File: config.mk
export PLATFORM = sky130hd
export DESIGN_NAME = pkt_merge_avlstrm_flat
export DESIGN_NICKNAME = d
export VERILOG_FILES = /design/src/rtl/pkt_merge_avlstrm_pkg.sv /design/src/rtl/avl_stream_if.sv /design/src/rtl/pkt_merge_avlstrm_reg_slice.sv /design/src/rtl/pkt_merge_avlstrm.sv /design/src/flat_wrapper.sv
export SDC_FILE = /design/constraint.sdc
export NUM_CORES = 1
export LEC_CHECK = 0
export CAP_MARGIN = 20
export CORE_AREA = 5 5 664 666
export DETAILED_ROUTE_END_ITERATION = 16
export DIE_AREA = 0 0 669 671
export GPL_TIMING_DRIVEN = 0
export MAX_ROUTING_LAYER = met4
export PLACE_DENSITY_LB_ADDON = 0.1
export SYNTH_ARGS = -nofsm -noshare
export SYNTH_HDL_FRONTEND = slang
export SYNTH_HIERARCHICAL = 1
export SYNTH_SLANG_ARGS = --single-unit
File: constraint.sdc
create_clock -name Clk -period 3.14 [get_ports Clk]
set_clock_uncertainty 0.15 [all_clocks]
set_input_delay 0.314 -clock Clk [delete_from_list [all_inputs] [get_ports Clk]]
set_output_delay 0.314 -clock Clk [all_outputs]
set_load 0.02 [all_outputs]
File: src/rtl/pkt_merge_avlstrm_pkg.sv
// Shared types for the 2-to-1 Avalon-ST packet merge: FSM states and the
// stats register map used by the control-plane reader.
package pkt_merge_avlstrm_pkg;

  typedef enum logic [1:0] {
    IDLE  = 2'd0,
    LOCK0 = 2'd1,
    LOCK1 = 2'd2
  } merge_state_t;

  localparam logic [3:0] REG_MERGE_PKT0    = 4'h0;
  localparam logic [3:0] REG_MERGE_PKT1    = 4'h4;
  localparam logic [3:0] REG_MERGE_OUT_PKT = 4'h8;
  localparam logic [3:0] REG_MERGE_ERR     = 4'hC;

  function automatic merge_state_t lock_state(input logic sel);
    return sel ? LOCK1 : LOCK0;
  endfunction

endpackage

File: src/rtl/avl_stream_if.sv
// Avalon-ST packet stream bundle, ready latency 0.
interface avl_stream_if #(
  parameter int WIDTH   = 512,
  parameter int EMPTY_W = 6
);
  logic [WIDTH-1:0]   data;
  logic               valid;
  logic               ready;
  logic               sop;
  logic               eop;
  logic [EMPTY_W-1:0] empty;

  modport rx (input data, valid, sop, eop, empty, output ready);
  modport tx (output data, valid, sop, eop, empty, input ready);
endinterface

File: src/rtl/pkt_merge_avlstrm_reg_slice.sv
// avlstrm_reg_slice: 2-entry skid register; all outputs come straight from
// flops and input ready depends only on local state.
module avlstrm_reg_slice #(
  parameter int PW = 8
) (
  input  logic          clk_i,
  input  logic          rst_n_i,
  input  logic          in_valid_i,
  output logic          in_ready_o,
  input  logic [PW-1:0] in_pay_i,
  output logic          out_valid_o,
  input  logic          out_ready_i,
  output logic [PW-1:0] out_pay_o
);
  logic          main_v_q, skid_v_q;
  logic [PW-1:0] main_q, skid_q;

  assign in_ready_o  = !skid_v_q;
  assign out_valid_o = main_v_q;
  assign out_pay_o   = main_q;

  always_ff @(posedge clk_i) begin
    if (!rst_n_i) begin
      main_v_q <= 1'b0;
      skid_v_q <= 1'b0;
      main_q   <= '0;
      skid_q   <= '0;
    end else if (!main_v_q || out_ready_i) begin
      // input ready was low while the skid held data, so nothing is lost here
      if (skid_v_q) begin
        main_q   <= skid_q;
        main_v_q <= 1'b1;
        skid_v_q <= 1'b0;
      end else begin
        main_v_q <= in_valid_i;
        if (in_valid_i) main_q <= in_pay_i;
      end
    end else if (in_valid_i && !skid_v_q) begin
      skid_q   <= in_pay_i;
      skid_v_q <= 1'b1;
    end
  end
endmodule

File: src/rtl/pkt_merge_avlstrm.sv
// 2-to-1 packet-atomic round-robin Avalon-ST merge with stats counters.
// Define PKT_MERGE_OUT_REG_EN to drive out from a 2-entry skid register.
module pkt_merge_avlstrm
  import pkt_merge_avlstrm_pkg::*;
#(
  parameter int WIDTH   = 512,
  parameter int EMPTY_W = 6
) (
  input  logic        Clk,
  input  logic        Rst_n,
  avl_stream_if.rx    in0,
  avl_stream_if.rx    in1,
  avl_stream_if.tx    out,
  output logic [31:0] stats_in_pkt0,
  output logic [31:0] stats_in_pkt1,
  output logic [31:0] stats_out_pkt,
  output logic [31:0] stats_proto_err
);
  localparam int PW = WIDTH + EMPTY_W + 2;

  merge_state_t state_q;
  logic         rr_last_q;
  logic [31:0]  pkt0_q, pkt1_q, out_pkt_q, err_q, err_d;
  logic         cand0, cand1, grant, gsel, drain0, drain1;
  logic         arb_valid, arb_ready, arb_eop, xfer, out_eop_xfer;
  logic [PW-1:0] pay0, pay1, arb_pay;

  assign cand0 = in0.valid && in0.sop;
  assign cand1 = in1.valid && in1.sop;
  assign pay0  = {in0.data, in0.sop, in0.eop, in0.empty};
  assign pay1  = {in1.data, in1.sop, in1.eop, in1.empty};

  always_comb begin
    grant = 1'b0;
    gsel  = 1'b0;
    case (state_q)
      IDLE: begin
        grant = cand0 || cand1;
        gsel  = (cand0 && cand1) ? ~rr_last_q : cand1;
      end
      LOCK0: grant = 1'b1;
      LOCK1: begin
        grant = 1'b1;
        gsel  = 1'b1;
      end
      default: ;
    endcase
    if (!Rst_n) grant = 1'b0;
  end

  // stray non-sop beats are only swallowed while nobody owns the output
  assign drain0 = Rst_n && (state_q == IDLE) && in0.valid && !in0.sop;
  assign drain1 = Rst_n && (state_q == IDLE) && in1.valid && !in1.sop;

  assign arb_valid = grant && (gsel ? in1.valid : in0.valid);
  assign arb_pay   = gsel ? pay1 : pay0;
  assign arb_eop   = gsel ? in1.eop : in0.eop;
  assign xfer      = arb_valid && arb_ready;

  assign in0.ready = (grant && !gsel) ? arb_ready : drain0;
  assign in1.ready = (grant &&  gsel) ? arb_ready : drain1;

`ifdef PKT_MERGE_OUT_REG_EN
  logic [PW-1:0] out_pay;

  avlstrm_reg_slice #(.PW(PW)) u_slice (
    .clk_i       (Clk),
    .rst_n_i     (Rst_n),
    .in_valid_i  (arb_valid),
    .in_ready_o  (arb_ready),
    .in_pay_i    (arb_pay),
    .out_valid_o (out.valid),
    .out_ready_i (out.ready),
    .out_pay_o   (out_pay)
  );
  assign {out.data, out.sop, out.eop, out.empty} = out_pay;
  assign out_eop_xfer = out.valid && out.ready && out.eop;
`else
  assign arb_ready    = out.ready;
  assign out.valid    = arb_valid;
  assign {out.data, out.sop, out.eop, out.empty} = arb_pay;
  assign out_eop_xfer = xfer && arb_eop;
`endif

  assign err_d = err_q + 32'(drain0) + 32'(drain1);

  always_ff @(posedge Clk) begin
    if (!Rst_n) begin
      state_q   <= IDLE;
      rr_last_q <= 1'b1;
      pkt0_q    <= '0;
      pkt1_q    <= '0;
      out_pkt_q <= '0;
      err_q     <= '0;
    end else begin
      if (xfer) begin
        if (state_q == IDLE) rr_last_q <= gsel;
        if (arb_eop) begin
          state_q <= IDLE;
          if (gsel) pkt1_q <= pkt1_q + 32'd1;
          else      pkt0_q <= pkt0_q + 32'd1;
        end else begin
          state_q <= lock_state(gsel);
        end
      end
      if (out_eop_xfer) out_pkt_q <= out_pkt_q + 32'd1;
      err_q <= err_d;
    end
  end

  assign stats_in_pkt0   = pkt0_q;
  assign stats_in_pkt1   = pkt1_q;
  assign stats_out_pkt   = out_pkt_q;
  assign stats_proto_err = err_q;
endmodule

File: src/flat_wrapper.sv
// flat-port wrapper written by rule: the top's interface ports become plain ports
module pkt_merge_avlstrm_flat import pkt_merge_avlstrm_pkg::*;
#(
  parameter int WIDTH   = 512,
  parameter int EMPTY_W = 6
)
  (Clk, Rst_n, stats_in_pkt0, stats_in_pkt1, stats_out_pkt, stats_proto_err, in0_data, in0_valid, in0_sop, in0_eop, in0_empty, in0_ready, in1_data, in1_valid, in1_sop, in1_eop, in1_empty, in1_ready, out_data, out_valid, out_sop, out_eop, out_empty, out_ready);
  avl_stream_if #(.WIDTH(WIDTH), .EMPTY_W(EMPTY_W)) in0_i ();
  avl_stream_if #(.WIDTH(WIDTH), .EMPTY_W(EMPTY_W)) in1_i ();
  avl_stream_if #(.WIDTH(WIDTH), .EMPTY_W(EMPTY_W)) out_i ();
  input  logic Clk;
  input  logic Rst_n;
  output logic [31:0] stats_in_pkt0;
  output logic [31:0] stats_in_pkt1;
  output logic [31:0] stats_out_pkt;
  output logic [31:0] stats_proto_err;
  input wire logic [$bits(in0_i.data)-1:0] in0_data;
  input wire logic [$bits(in0_i.valid)-1:0] in0_valid;
  input wire logic [$bits(in0_i.sop)-1:0] in0_sop;
  input wire logic [$bits(in0_i.eop)-1:0] in0_eop;
  input wire logic [$bits(in0_i.empty)-1:0] in0_empty;
  output wire logic [$bits(in0_i.ready)-1:0] in0_ready;
  input wire logic [$bits(in1_i.data)-1:0] in1_data;
  input wire logic [$bits(in1_i.valid)-1:0] in1_valid;
  input wire logic [$bits(in1_i.sop)-1:0] in1_sop;
  input wire logic [$bits(in1_i.eop)-1:0] in1_eop;
  input wire logic [$bits(in1_i.empty)-1:0] in1_empty;
  output wire logic [$bits(in1_i.ready)-1:0] in1_ready;
  output wire logic [$bits(out_i.data)-1:0] out_data;
  output wire logic [$bits(out_i.valid)-1:0] out_valid;
  output wire logic [$bits(out_i.sop)-1:0] out_sop;
  output wire logic [$bits(out_i.eop)-1:0] out_eop;
  output wire logic [$bits(out_i.empty)-1:0] out_empty;
  input wire logic [$bits(out_i.ready)-1:0] out_ready;
  assign in0_i.data = in0_data;
  assign in0_i.valid = in0_valid;
  assign in0_i.sop = in0_sop;
  assign in0_i.eop = in0_eop;
  assign in0_i.empty = in0_empty;
  assign in0_ready = in0_i.ready;
  assign in1_i.data = in1_data;
  assign in1_i.valid = in1_valid;
  assign in1_i.sop = in1_sop;
  assign in1_i.eop = in1_eop;
  assign in1_i.empty = in1_empty;
  assign in1_ready = in1_i.ready;
  assign out_data = out_i.data;
  assign out_valid = out_i.valid;
  assign out_sop = out_i.sop;
  assign out_eop = out_i.eop;
  assign out_empty = out_i.empty;
  assign out_i.ready = out_ready;
  pkt_merge_avlstrm #(.WIDTH(WIDTH), .EMPTY_W(EMPTY_W)) u_core (.Clk(Clk), .Rst_n(Rst_n), .in0(in0_i), .in1(in1_i), .out(out_i), .stats_in_pkt0(stats_in_pkt0), .stats_in_pkt1(stats_in_pkt1), .stats_out_pkt(stats_out_pkt), .stats_proto_err(stats_proto_err));
endmodule
==> reports/metrics.yaml, run 1 <==
placementRows: 242
place.gp.congestion: 0.8974
portBuffers: 1695
syn_nets: 3485
synth_area_leaders: "nand2_1 48%, dfxtp_1 21%, clkbuf_1 4.5%, a21oi_1 2.8%, xor2_1 2.8%"
syn-instance-count: 2432
grt_pass1_vias: 24916
place_hpwl_mm: 312.7
cp_max_fo: 10
crit_arrival_ns: 2.70
antenna_found_initial: 133
drc: 0
clk_path_buf_depth: 2
reg2reg_to: "u_core/stats_proto_err[30]"
grt_first_pass_wirelength_mm: 387.7
ys_types: 42
peakVddDrop_v: 0.0005168
dp_cells: 9878
cp-end-kind: "output pin"
layout-drive-gt1-share_pct: 30.48
reg2reg_slack_ns: 0.14
synth-seq-cells: 131
violations: "setup timing"
cts_buffers: 17
via_per_inst: 2.431
met1Wirelength_mm: 121.8
grt_max_degree: 17
crit_path_start_kind: "register"
wl_met2_mm: 169.0
syn2layout_area_growth_pct: 247.0
grt.total_usage_pct: 14.55
routed.top_layer: "met4"
wl_met3_mm: 41.17
period_needed_ns: 3.165
yosysTopAreaCell: "nand2_1"
ys_warn_count: 6
ys_seq_area_share_pct: 20.88
drtPass1Iterations: 5
die_x_um: 669
setup_ws_ns: -0.02467
holdBufCountCts: 0
max_slew.worst_pin.slew_ns: 0.9303
r2r-start: "u_core/state_q[0]"
yosysTopAreaCellShare_pct: 48.29
max_cap_viol_count: 0
relSlewSlack_pct: 37.98
crit_end: "out_data[430]"
syn_avg_cell_area_um2: 5.165
start_util_pct: 2.897
rsz0062_at_grt: "yes"
design_area_um2: 43590
die_area_um2: 448900
chipHeight_um: 671
clkLatencyLatePin_ns: 0.47
hold_viol: 0
layout.nets: 5277
setup_violations: 6
drv_slew: 0
rr_worst_depth: 13
dpl_cell_area_um2: 37010
wl_mm: 336.2
fmax_mhz: 316.0
required_ns: 2.68
num_io_pins: 1696
tritoncts: "done"
routed-via-count: 24417
post-route-period-util_pct: 100.8
netlist_area_um2: 12560
outcome: "finished with violations"
cts_root_buf: "clkbuf_16"
drtAntennaViolNets: 0
core_area_um2: 433600
stdcell_count: 10043
clkSlewWorstSetupHoldPaths_ns: 0.07
crit_start: "u_core/state_q[0]"
hp-class: "primary input to register"
critical_path_class: "register to output pin"
cts_sinks: 131
static-leakage-power_nw: 16.74
grt.overflow.total: 0
initialDrtViolationCount: 1142
finalCoreUtilization_pct: 10.05
wl_per_cell_um: 33.48
power_density_nw_per_um2: 264.5
cts_max_level: 4
==> what timing repair did <==
action,in CTS,in global routing
gates resized for setup,3393,1211
hold endpoints to repair,0,0
endpoints found under the setup margin,628,580
pin swaps,74,103
cloned,9,23
setup buffers,6,31
==> worst max-delay path, cell delays in order, from the launching register on <==
cell       delay [ns]
dfxtp_2          0.33
inv_2            0.08
ha_4             0.14
and3_4           0.21
a21o_1           0.15
clkbuf_16        0.20
buf_16           0.20
clkbuf_16        0.23
clkbuf_16        0.20
nand2_2          0.15
nand2_1          0.10
clkbuf_4         0.19
==> cells in the mapped netlist <==
| cell type | number |
|---|---|
| nand4_1 | 53 |
| nand2b_1 | 4 |
| nor2_1 | 63 |
| a21oi_1 | 70 |
| buf_1 | 1 |
| nand3_1 | 37 |
| a21o_1 | 1 |
| nor3_1 | 10 |
| a221oi_1 | 1 |
| o2111ai_1 | 1 |
| a22o_1 | 1 |
| ha_1 | 7 |
| and4_2 | 1 |
| dfxtp_1 | 131 |
| o21ai_0 | 35 |
| mux2i_1 | 4 |
| nand2_1 | 1616 |
| o21a_1 | 2 |
| nand4_2 | 1 |
| fa_1 | 1 |
| clkbuf_1 | 149 |
| nor4_1 | 9 |
| xnor2_1 | 12 |
| or4_4 | 2 |
| and2_1 | 14 |
| buf_2 | 2 |
| or4_1 | 36 |
| and4_1 | 8 |
| o211ai_1 | 4 |
| or4b_1 | 1 |
| nor3b_1 | 2 |
| o31ai_1 | 35 |
| or3_1 | 34 |
| inv_1 | 19 |
| or2_1 | 2 |
| a211oi_1 | 1 |
| a221o_1 | 1 |
| nor2b_1 | 1 |
| and3_1 | 15 |
| or2_2 | 4 |
| xor2_1 | 40 |
| or3_2 | 1 |
==> per-layer routing <==
layer  global-route usage, %  vias to the layer above
met1                   14.76                    11776
li1                        -                    11464
met5                       -                        -
met3                   7.867                      131
met4                  0.9810                        0
met2                   25.68                     1046
==> sequential cells by signal, indices dropped and copies added, names as in the netlist <==
signal and count:
u_core/state_q 2, u_core/stats_in_pkt1 32, u_core/stats_in_pkt0 32, u_core/rr_last_q 1, u_core/stats_proto_err 32, u_core/stats_out_pkt 32
==> where the power goes <==
group / switching [mW] / internal, mW
clock network: 0.907 / 1.21
logic: 4.62 / 3.12
registers: 0.00520 / 1.66
total: 5.54 / 5.99
==> cell families (layout without fill, tap and decap cells) <==
group / Yosys count / in the layout / synth area share [%]
DFF: 131 / 131 / 20.88
buffers and inverters: 171 / 1975 / 5.130
xor gates and xnor gates: 52 / 52 / 3.626
muxes: 4 / 4 / 0.3188
adders and majority gates: 8 / 8 / 0.8566
other: 0 / 73 / 0
AOI/OAI and AO/OA: 152 / 152 / 7.043
and+or+nand+nor: 1914 / 1914 / 62.15
==> cell type report <==
cell class              count  area (um^2)
multi-input cells        2130        12460
well taps                5734         7174
flip-flops and latches    131         2628
clock inverters            12        132.6
repair buffers           1776        18580
clock buffers              19        452.9
plain buffers             149         1911
inverters                  19        73.82
diodes                     73        182.7
fillers                 50733       390000
==> worst min-delay path by stage <==
stage	cells after the start	endpoint	startpoint	slack [ns]
6_report	3	u_core/stats_in_pkt0[5]	Rst_n	0.33
2_1_floorplan	2	u_core/state_q[0]	u_core/state_q[0]	0.30
5_1_grt	3	u_core/stats_in_pkt0[5]	Rst_n	0.34
3_5_place_dp	2	u_core/stats_out_pkt[31]	u_core/stats_out_pkt[31]	0.32
4_1_cts	3	u_core/stats_in_pkt0[5]	Rst_n	0.29
3_3_place_gp	2	u_core/stats_in_pkt1[31]	u_core/stats_in_pkt1[31]	0.32
==> cell usage in the layout (no fill, tap or decap), types with 40 or more instances in the layout <==
master and n:
buf_12 89, clkbuf_2 50, a21oi_1 69, dfxtp_1 129
diode_2 73, nand2_2 248, clkbuf_4 58, buf_8 67
clkdlybuf4s50_1 1169, nand2_4 197, buf_6 187, nand2_1 1114
nand2_8 57, nor2_1 63, buf_2 65, clkbuf_16 62
nand4_1 53, xor2_1 40, buf_4 121
==> per-stage QoR <==
stage,hold WS (ns),setup TNS (ns),setup WS (ns),total power [mW]
floorplan,0.2992,0,0.09151,3.339
global placement,0.3201,-2371.49,-5.028,8.583
detailed placement,0.3247,-1108.01,-2.829,8.610
CTS,0.2909,-40.79,-0.1355,11.25
global route,0.3432,-14.90,-0.1415,12.21
finish,0.3269,-0.06498,-0.02467,11.53
(Power assumes the default switching activity.)
==> run 2: changes to the inputs <==
--- a/config.mk
+++ b/config.mk
@@ -12,6 +12,7 @@
 export GPL_TIMING_DRIVEN = 0
 export MAX_ROUTING_LAYER = met4
 export PLACE_DENSITY_LB_ADDON = 0.1
+export SLEW_MARGIN = 5
 export SYNTH_ARGS = -nofsm -noshare
 export SYNTH_HDL_FRONTEND = slang
 export SYNTH_HIERARCHICAL = 1
==> run 2 against run 1 <==
The run still ends with setup timing left. Critical endpoint is now out_data[406]. First-iteration DRC count up 7.1%. Count of clock-buffer cells in the layout unchanged. Highest routed layer unchanged. Critical path type unchanged. Wire length down 0.11%. Combinational power down 1%. Non-clock buffer count down 10. Final area down 1.2%. Final cell count down 0.22%. Setup slack worse by 0.053 ns. Sequential power about the same. Clock power up 4%.
==> reports/metrics.yaml, run 2 (same netlist as run 1, synthesis figures left out) <==
outcome: "finished with violations"  # unchanged
violations: "setup timing"  # unchanged
fin_tns_setup_ns: -0.7805  # was -0.06498 ns
portBuffers: 1695  # unchanged
wl_mm: 335.8  # was 336.2 mm
cp-end-kind: "output pin"  # unchanged
die_area_um2: 448900  # unchanged
layout.nets: 5267  # was 5,277
reg2reg_slack_ns: 0.08  # was 0.14 ns
static-leakage-power_nw: 16.75  # was 16.74 nW
num_io_pins: 1696  # unchanged
hold_viol: 0  # unchanged
layout-drive-gt1-share_pct: 29.96  # was 30.48%
hold-path-cell-count: 3  # unchanged
holdWs_ns: 0.3147  # was 0.3269 ns
period_needed_ns: 3.218  # was 3.165 ns
rr_worst_depth: 13  # unchanged
rsz0062_at_grt: "yes"  # unchanged
cts_sinks: 131  # unchanged
placementRows: 242  # unchanged
stdcell_count: 10021  # was 10,043
setup_violations: 34  # was 6
start_util_pct: 2.897  # unchanged
chipHeight_um: 671  # unchanged
via_per_inst: 2.447  # was 2.431
tritoncts: "done"  # unchanged
max_cap_viol_count: 0  # unchanged
crit_arrival_ns: 2.75  # was 2.70 ns
post-route-period-util_pct: 102.5  # was 100.8%
dp_cells: 9876  # was 9,878
holdBufCountCts: 0  # unchanged
crit_path_start_kind: "register"  # unchanged
grt_pass1_vias: 24900  # was 24,916
cts_max_level: 4  # unchanged
drv_slew: 0  # unchanged
peakVddDrop_v: 0.0004298  # was 0.0005168 V
required_ns: 2.68  # about the same
die_x_um: 669  # unchanged
grt.total_usage_pct: 14.57  # was 14.55%
power_density_nw_per_um2: 267.4  # was 264.5 nW/um^2
mostFrequentLayoutCell: "clkdlybuf4s50_1"  # unchanged
clkLatencyLatePin_ns: 0.47  # about the same
syn2layout_area_growth_pct: 242.9  # was 247.0%
core_area_um2: 433600  # unchanged
pre_cts_ws_ns: -2.820  # was -2.829 ns
p_total_mw: 11.52  # was 11.53 mW
antenna_found_initial: 131  # was 133
grt.overflow.total: 0  # unchanged
drc: 0  # unchanged
hp-class: "primary input to register"  # unchanged
setup_ws_ns: -0.07772  # was -0.02467 ns
initialDrtViolationCount: 1223  # was 1,142
wl_per_cell_um: 33.51  # was 33.48 um
r2r-start: "u_core/state_q[0]"  # unchanged
layout_common_cells: "1,169 x clkdlybuf4s50_1, 1,127 x nand2_1, 232 x nand2_2, 223 x nand2_4, 163 x buf_6"  # was 1,169 x clkdlybuf4s50_1, 1,114 x nand2_1, 248 x nand2_2, 197 x nand2_4, 187 x buf_6
hp-start: "Rst_n"  # unchanged
clkSlewWorstSetupHoldPaths_ns: 0.06  # was 0.07 ns
cts_root_buf: "clkbuf_16"  # unchanged
drtAntennaViolNets: 0  # unchanged
grt_first_pass_wirelength_mm: 388.6  # was 387.7 mm
routed-via-count: 24524  # was 24,417
reg2reg_to: "u_core/stats_proto_err[26]"  # was u_core/stats_proto_err[30]
drtPass1Iterations: 5  # unchanged
cp_max_fo: 10  # unchanged
cts_buffers: 17  # unchanged
max_slew.worst_pin.slew_ns: 0.9055  # was 0.9303 ns
relSlewSlack_pct: 39.63  # was 37.98%
fmax_mhz: 310.8  # was 316.0 MHz
clk_path_buf_depth: 2  # unchanged
critical_path_class: "register to output pin"  # unchanged
place.gp.congestion: 0.8974  # unchanged
holdPathEnd: "u_core/stats_in_pkt1[2]"  # was u_core/stats_in_pkt0[5]
place_hpwl_mm: 312.5  # was 312.7 mm
grt_max_degree: 17  # unchanged
==> run 2: worst max-delay path, stage by stage (launching register included) <==
cell       delay, ns
dfxtp_2         0.33
inv_2           0.08
ha_4            0.15
and3_4          0.22
a21o_1          0.15
clkbuf_16       0.21
buf_16          0.19
clkbuf_16       0.26
clkbuf_16       0.21
nand2_1         0.08
nand2_2         0.14
buf_8           0.17
==> run 2: area by class of cell <==
type	instances	area [um^2]
antenna	61	152.6
buffer	148	1832
clock buffer	19	452.9
timing repair buffer	1767	18370
inverter	19	71.32
tap	5734	7174
multi-input combinational	2130	12230
fill	50716	390500
sequential	131	2625
clock inverter	12	156.4
==> run 2: power breakdown <==
| group | internal (mW) | total [mW] | switching (mW) |
|---|---|---|---|
| Clock | 1.29 | 2.19 | 0.903 |
| Sequential | 1.67 | 1.67 | 0.00474 |
| Combinational | 3.06 | 7.66 | 4.60 |
| Total | 6.01 | 11.5 | 5.51 |
==> run 2: how the worst max path moves through the flow <==
stage	from	cells after the start	slack (ns)	endpoint
global route	u_core/state_q[0]	11	-0.18	out_data[271]
detailed placement	in1_valid	11	-2.82	out_data[237]
floorplan	u_core/state_q[0]	11	0.09	u_core/stats_proto_err[28]
CTS	u_core/state_q[1]	11	-0.16	out_data[350]
finish	u_core/state_q[0]	11	-0.08	out_data[406]
global placement	in0_valid	8	-5.03	out_data[428]
==> run 2: metal layers <==
layer | vias to the layer above | wire (um) | track usage, %
li1 | 11429 | - | -
met1 | 11905 | 121100 | 14.87
met2 | 1055 | 168500 | 25.47
met3 | 135 | 41910 | 7.787
met4 | 0 | 4284 | 1.390
met5 | - | 0 | -
==> run 2: repair_timing <==
action	in CTS	in global routing
gates resized for setup	3212	1269
endpoints found under the setup margin	632	593
setup buffers	7	22
hold endpoints to repair	0	0
gates cloned	9	24
pin swaps	45	91
==> run 2: through the flow <==
step / utilization, % / cell area, um^2
6_report: 9.934 / 43070
5_1_grt: 9.927 / 43040
4_1_cts: 9.190 / 39850
3_5_place_dp: 8.533 / 37000
3_3_place_gp: 8.464 / 36700
2_1_floorplan: - / 12560
